### src/rtl/shake_pkg.sv
// Shared SHAKE core definitions: lane geometry, rate sizes and squeeze FSM states.
package shake_pkg;

  localparam int LANE_W        = 64;
  localparam int RATE128_LANES = 21;
  localparam int RATE256_LANES = 17;

  typedef enum logic [1:0] {
    IDLE,
    WAIT_PERM,
    STREAM,
    REQ_PERM
  } squeeze_state_t;

  // Lanes in the rate portion for the selected SHAKE variant (0 = SHAKE128).
  function automatic logic [4:0] rate_lanes(input logic mode);
    return mode ? 5'(RATE256_LANES) : 5'(RATE128_LANES);
  endfunction

endpackage

### src/rtl/countern.sv
// Up-counter with a loadable terminal value; wraps to zero after reaching it.
module countern #(
  parameter int WIDTH = 5
) (
  input  logic             clk,
  input  logic             rst,
  input  logic             clr,
  input  logic             load_max,
  input  logic [WIDTH-1:0] max_in,
  input  logic             en,
  output logic [WIDTH-1:0] count,
  output logic             count_end
);

  logic [WIDTH-1:0] r_max;
  logic [WIDTH-1:0] r_count;

  // NOTE: sequential state uses non-blocking assignments so every flop samples
  // pre-edge values regardless of the order the always blocks evaluate in.
  always_ff @(posedge clk or posedge rst) begin
    if (rst) begin
      r_max   <= '0;
      r_count <= '0;
    end else if (load_max) begin
      r_max   <= max_in;
      r_count <= '0;
    end else if (clr) begin
      r_count <= '0;
    end else if (en) begin
      r_count <= (r_count == r_max) ? '0 : r_count + WIDTH'(1);
    end
  end

  assign count     = r_count;
  assign count_end = (r_count == r_max);

endmodule

### src/rtl/squeeze_ctrl.sv
// SHAKE squeeze controller: buffers the rate lanes of each permutation result and
// streams them out as 64-bit words, requesting more permutations until out_len is met.
module squeeze_ctrl
  import shake_pkg::*;
#(
  parameter int WORD_W  = 64,
  parameter int LEN_W   = 32,
  parameter int STATE_W = 1600
) (
  input  logic               clk,
  input  logic               rst,
  input  logic               start,
  input  logic               mode,
  input  logic [LEN_W-1:0]   out_len,
  input  logic               state_valid,
  input  logic [STATE_W-1:0] state_in,
  output logic               perm_req,
  output logic [WORD_W-1:0]  out_data,
  output logic               out_valid,
  input  logic               out_ready,
  output logic               out_last,
  output logic               busy,
  output logic               done
);

  squeeze_state_t     r_state;
  logic [4:0]         r_rate;
  logic [LEN_W-1:0]   r_remaining;
  logic [WORD_W-1:0]  r_buf [RATE128_LANES];
  logic [WORD_W-1:0]  r_out_data;
  logic               r_out_valid;
  logic               r_out_last;
  logic               r_perm_req;
  logic               r_busy;
  logic               r_done;

  logic [4:0]         w_rate_sel;
  logic               w_start_ok;
  logic               w_capture;
  logic               w_xfer;
  logic [4:0]         w_lane_idx;
  logic [4:0]         w_next_idx;
  logic               w_lane_end;
  logic               w_unused_lanes;

  assign w_rate_sel = rate_lanes(mode);
  assign w_start_ok = (r_state == IDLE) && start && (out_len != '0);
  assign w_capture  = (r_state == WAIT_PERM) && state_valid;
  assign w_xfer     = r_out_valid && out_ready;
  assign w_next_idx = w_lane_idx + 5'd1;

  // Capacity lanes beyond the SHAKE128 rate never leave the core through here.
  assign w_unused_lanes = ^state_in[STATE_W-1:LANE_W*RATE128_LANES];

  countern #(.WIDTH(5)) u_lane_cnt (
    .clk       (clk),
    .rst       (rst),
    .clr       (w_capture),
    .load_max  (w_start_ok),
    .max_in    (w_rate_sel - 5'd1),
    .en        (w_xfer),
    .count     (w_lane_idx),
    .count_end (w_lane_end)
  );

  // NOTE: the rate buffer is reset explicitly so no stale lane from an aborted
  // squeeze is observable; the reset is cheap next to the 1344 data flops.
  always_ff @(posedge clk or posedge rst) begin
    if (rst) begin
      for (int i = 0; i < RATE128_LANES; i++) r_buf[i] <= '0;
    end else if (w_capture) begin
      for (int i = 0; i < RATE128_LANES; i++) begin
        if (5'(i) < r_rate) r_buf[i] <= state_in[LANE_W*i +: LANE_W];
      end
    end
  end

  always_ff @(posedge clk or posedge rst) begin
    if (rst) begin
      r_state     <= IDLE;
      r_rate      <= '0;
      r_remaining <= '0;
      r_out_data  <= '0;
      r_out_valid <= 1'b0;
      r_out_last  <= 1'b0;
      r_perm_req  <= 1'b0;
      r_busy      <= 1'b0;
      r_done      <= 1'b0;
    end else begin
      r_perm_req <= 1'b0;
      r_done     <= 1'b0;
      case (r_state)
        IDLE: begin
          if (start) begin
            if (out_len != '0) begin
              r_rate      <= w_rate_sel;
              r_remaining <= out_len;
              r_busy      <= 1'b1;
              r_state     <= WAIT_PERM;
            end else begin
              r_done <= 1'b1;
            end
          end
        end

        WAIT_PERM: begin
          if (state_valid) begin
            // Lane 0 goes straight to the output register; the rest come from r_buf.
            r_out_data  <= state_in[LANE_W-1:0];
            r_out_valid <= 1'b1;
            r_out_last  <= (r_remaining == LEN_W'(1));
            r_state     <= STREAM;
          end
        end

        STREAM: begin
          if (out_ready) begin
            r_remaining <= r_remaining - LEN_W'(1);
            if (r_remaining == LEN_W'(1)) begin
              r_out_data  <= '0;
              r_out_valid <= 1'b0;
              r_out_last  <= 1'b0;
              r_busy      <= 1'b0;
              r_done      <= 1'b1;
              r_state     <= IDLE;
            end else if (w_lane_end) begin
              r_out_data  <= '0;
              r_out_valid <= 1'b0;
              r_out_last  <= 1'b0;
              r_perm_req  <= 1'b1;
              r_state     <= REQ_PERM;
            end else begin
              r_out_data  <= r_buf[w_next_idx];
              r_out_last  <= (r_remaining == LEN_W'(2));
            end
          end
        end

        REQ_PERM: r_state <= WAIT_PERM;

        default: r_state <= IDLE;
      endcase
    end
  end

  assign perm_req  = r_perm_req;
  assign out_data  = r_out_data;
  assign out_valid = r_out_valid;
  assign out_last  = r_out_last;
  assign busy      = r_busy;
  assign done      = r_done;

endmodule

### config.mk
export PLATFORM = sky130hd
export DESIGN_NAME = squeeze_ctrl
export DESIGN_NICKNAME = d
export VERILOG_FILES = /design/src/rtl/shake_pkg.sv /design/src/rtl/countern.sv /design/src/rtl/squeeze_ctrl.sv
export SDC_FILE = /design/constraint.sdc
export NUM_CORES = 2
export LEC_CHECK = 0
export ABC_AREA = 1
export ABC_CLOCK_PERIOD_IN_PS = 48100
export CAP_MARGIN = 20
export CELL_PAD_IN_SITES_DETAIL_PLACEMENT = 1
export CELL_PAD_IN_SITES_GLOBAL_PLACEMENT = 2
export CORE_AREA = 2 2 666 668
export DETAILED_ROUTE_END_ITERATION = 12
export DIE_AREA = 0 0 668 670
export PLACE_DENSITY_LB_ADDON = 0.1
export SYNTH_ARGS = -nofsm -noshare
export SYNTH_HDL_FRONTEND = slang
export SYNTH_SLANG_ARGS = --single-unit
### constraint.sdc
create_clock -name clk -period 48.1 [get_ports clk]
set_input_delay 7.215 -clock clk [delete_from_list [all_inputs] [get_ports clk]]
set_output_delay 7.215 -clock clk [all_outputs]
set_load 0.02 [all_outputs]
==> results.toml <==
[grt]
grt_max_degree = 226
antenna_found_initial = 409
grt.total_usage = 0.195
grt_pass1_vias = 71900
grt_overflow_total = 0
grt_pass1_wl_mm = 611

[power]
p_leak_nw = 44.8
ir_drop_v = 0.0000397
power_density_mw_per_mm2 = 66.6

[routing]
routed_wl_mm = 447
dr.first_iter.drc_count = 3760
viasPerCell = 4.07
vias = 67300
drt_pre_antenna_iters = 5
ant_nets = 0
wire_per_inst_microns = 27.0
route.detailed.drc = 0

[hold_path]
worstHoldPathType = "flop to flop"

[finish]
drive_gt1_frac = 0.0609
fin_nets = 12000
fin_area_sq_mm = 0.0984
final_util = 0.224
area_growth_syn_to_layout_pct = 38.5

[sta]
fin_setup_tns_ns = 0
hold_viol = 0
maxSlewHeadroom = 0.263
setup_violations = 0
finClkSkew_ns = 0.0335
min_period_ns = 12.21
fin_crit_sh = 0.254
max_clock_freq_mhz = 81.9
grt_setup_unrepaired = "false"
worst_pin_slew_ns = 1.11
slew_violations = 0

[synthesis]
yosysTopAreaCellShare = 0.512
synth.distinct_cells = 37
synth.area.top_cells = "dfrtp_1, nand2_1, o21ai_0, inv_1, nand3_1"
yosysTopAreaCell = "dfrtp_1"
ys_ff_latch = 1454
syn_nets = 10800
syn-cell-area_sq_mm = 0.0711
avgSynthCellArea_sq_um = 7.73
seq_area_frac_synth = 0.512
yosys_warnings = 0
synth_cells = 9200

[clock_tree]
root_buffer = "clkbuf_16"
cts_sinks = 1454
htree_levels = 4
clk_pin_slew_ns = 0.06
cts_hold_buf = 0
clk_latency_ns = 0.92
cts_tree = "built"
post_cts_resized = 0
cts_setup_buffers = 0
cts_buffers = 208
clk_path_buf_depth = 4

[setup_path]
cp_max_fo = 116
critPathRequiredTime_ns = 48.91
cp-start-kind = "input port"
arrival_ns = 13.01
crit_type = "input port to flop"
critPathCaptureType = "flop"

[floorplan]
die_x_microns = 668
dieArea_sq_mm = 0.448
core_sq_mm = 0.440
rows = 244
die_h_microns = 670
start_util = 0.161
ioPinCount = 1707

[job]
drv_cap = 0

[status]
outcome = "finished clean"

[place]
portBuffers = 1450
post-dp-hpwl_mm = 337
place_area_sq_mm = 0.0913
place.gp.congestion = 0.800
## synth_stat cells (all sizes together)
library cell     n
ha               8
mux2           211
clkbuf         188
a21oi          503
a31oi            1
xor2            15
and2             1
o21ai         1095
nand3b           2
o211ai           4
a211oi           1
dfrtp         1454
xnor2            2
nor4             1
nand2         2519
nand3          924
nand4           13
inv           1325
nor3             1
nor3b            1
nor2           521
a21boi           1
buf            409
## logic make-up (layout without fill, tap and decap cells)
logic type,count (synthesis),in the layout,synth area share
AND/OR/NAND/NOR,3983,3983,0.228
buffers and inverters,1922,3257,0.109
AO/OA/AOI/OAI,1605,1605,0.113
flip-flops,1454,1454,0.512
multiplexers,211,211,0.0334
XOR/XNOR,17,17,0.00257
adder cells (fa/ha/maj),8,8,0.00141
other,0,100,0
## path summary, 6_finish.rpt
| kind | endpoint | startpoint | cells past startpoint | slack [ns] |
|---|---|---|---|---|
| worst max-delay path | r_buf[810]$_DFFE_PP0P_ | state_valid | 11 | 35.89 |
| worst min-delay path | r_buf[67]$_DFFE_PP0P_ | r_buf[67]$_DFFE_PP0P_ | 1 | 0.49 |
| worst max register to register | r_buf[810]$_DFFE_PP0P_ | r_state[1]$_DFFE_PP0P_ | 12 | 41.87 |
| worst min register to register | r_buf[67]$_DFFE_PP0P_ | r_buf[67]$_DFFE_PP0P_ | 1 | 0.49 |
| max in group asynchronous | r_buf[269]$_DFFE_PP0P_ | rst | 8 | 36.74 |
| min in group asynchronous | r_buf[796]$_DFFE_PP0P_ | rst | 2 | 6.72 |
## metrics by stage
step | setup slack [ns] | instances | hold WS (ns) | power [W]
2_1_floorplan | 20.76 | 9200 | 0.465 | 0.00383
3_3_place_gp | 34.92 | 16100 | 0.476 | 0.00505
3_5_place_dp | 34.77 | 16100 | 0.483 | 0.00510
4_1_cts | 35.80 | 16400 | 0.497 | 0.00676
5_1_grt | 35.36 | 16500 | 0.509 | 0.00716
6_report | 35.89 | 16500 | 0.491 | 0.00656
## sequential cells by signal, indices dropped and copies added, names as in the netlist
register	cells
r_buf	1344
done	1
r_state	2
r_rate	2
perm_req	1
out_last	1
u_lane_cnt.count	5
out_valid	1
r_remaining	32
busy	1
out_data	64
## critical path: stages
cell and delay (ns):
clkdlybuf4s50_1 0.57, nand2_2 0.17, nor2_4 0.19, buf_4 0.58, buf_12 0.49, buf_4 0.59, buf_4 0.80, buf_4 0.83
buf_4 0.87, nand2_1 0.14, o21ai_0 0.12
## layout by cell type (no fill, tap or decap), types with 3 or more instances in the layout
cell             instances
clkdlybuf4s50_1       1450
ha_1                     6
clkinv_8                 5
clkinv_2                29
nor2_2                   3
a21oi_1                503
inv_1                 1319
bufinv_16                4
nand3_1                922
o21ai_0               1038
mux2_1                  22
o211ai_1                 4
xor2_4                   4
mux2_2                 189
nand4_1                 13
dfrtp_1               1453
diode_2                100
clkbuf_16              211
xor2_1                  11
buf_4                   87
clkbuf_8                62
nor2_1                 516
nand2_1               2516
buf_12                  17
clkinvlp_4               6
clkbuf_1                55
o21ai_1                 56
## area by class of cell
cell class | count | area (sq um)
fillers | 52200 | 342000
flip-flops and latches | 1454 | 36400
clock inverters | 48 | 472
multi-input cells | 5824 | 27000
inverters | 1325 | 5000
clock buffers | 328 | 6340
repair buffers | 1556 | 15600
well taps | 5904 | 7390
diodes | 100 | 250
## routing by layer
layer	GRT usage	routed length [microns]	vias to the layer above
li1	-	-	31300
met1	0.258	201000	33300
met2	0.315	203000	1784
met3	0.0493	27500	854
met4	0.0531	14200	180
met5	0	1160	-
## report_power, final
| part | internal (W) | switching [W] |
|---|---|---|
| Sequential | 0.00181 | 0.000208 |
| Clock | 0.000921 | 0.000661 |
| Combinational | 0.000909 | 0.00205 |
Note: power is estimated with default switching activity, not from simulation.
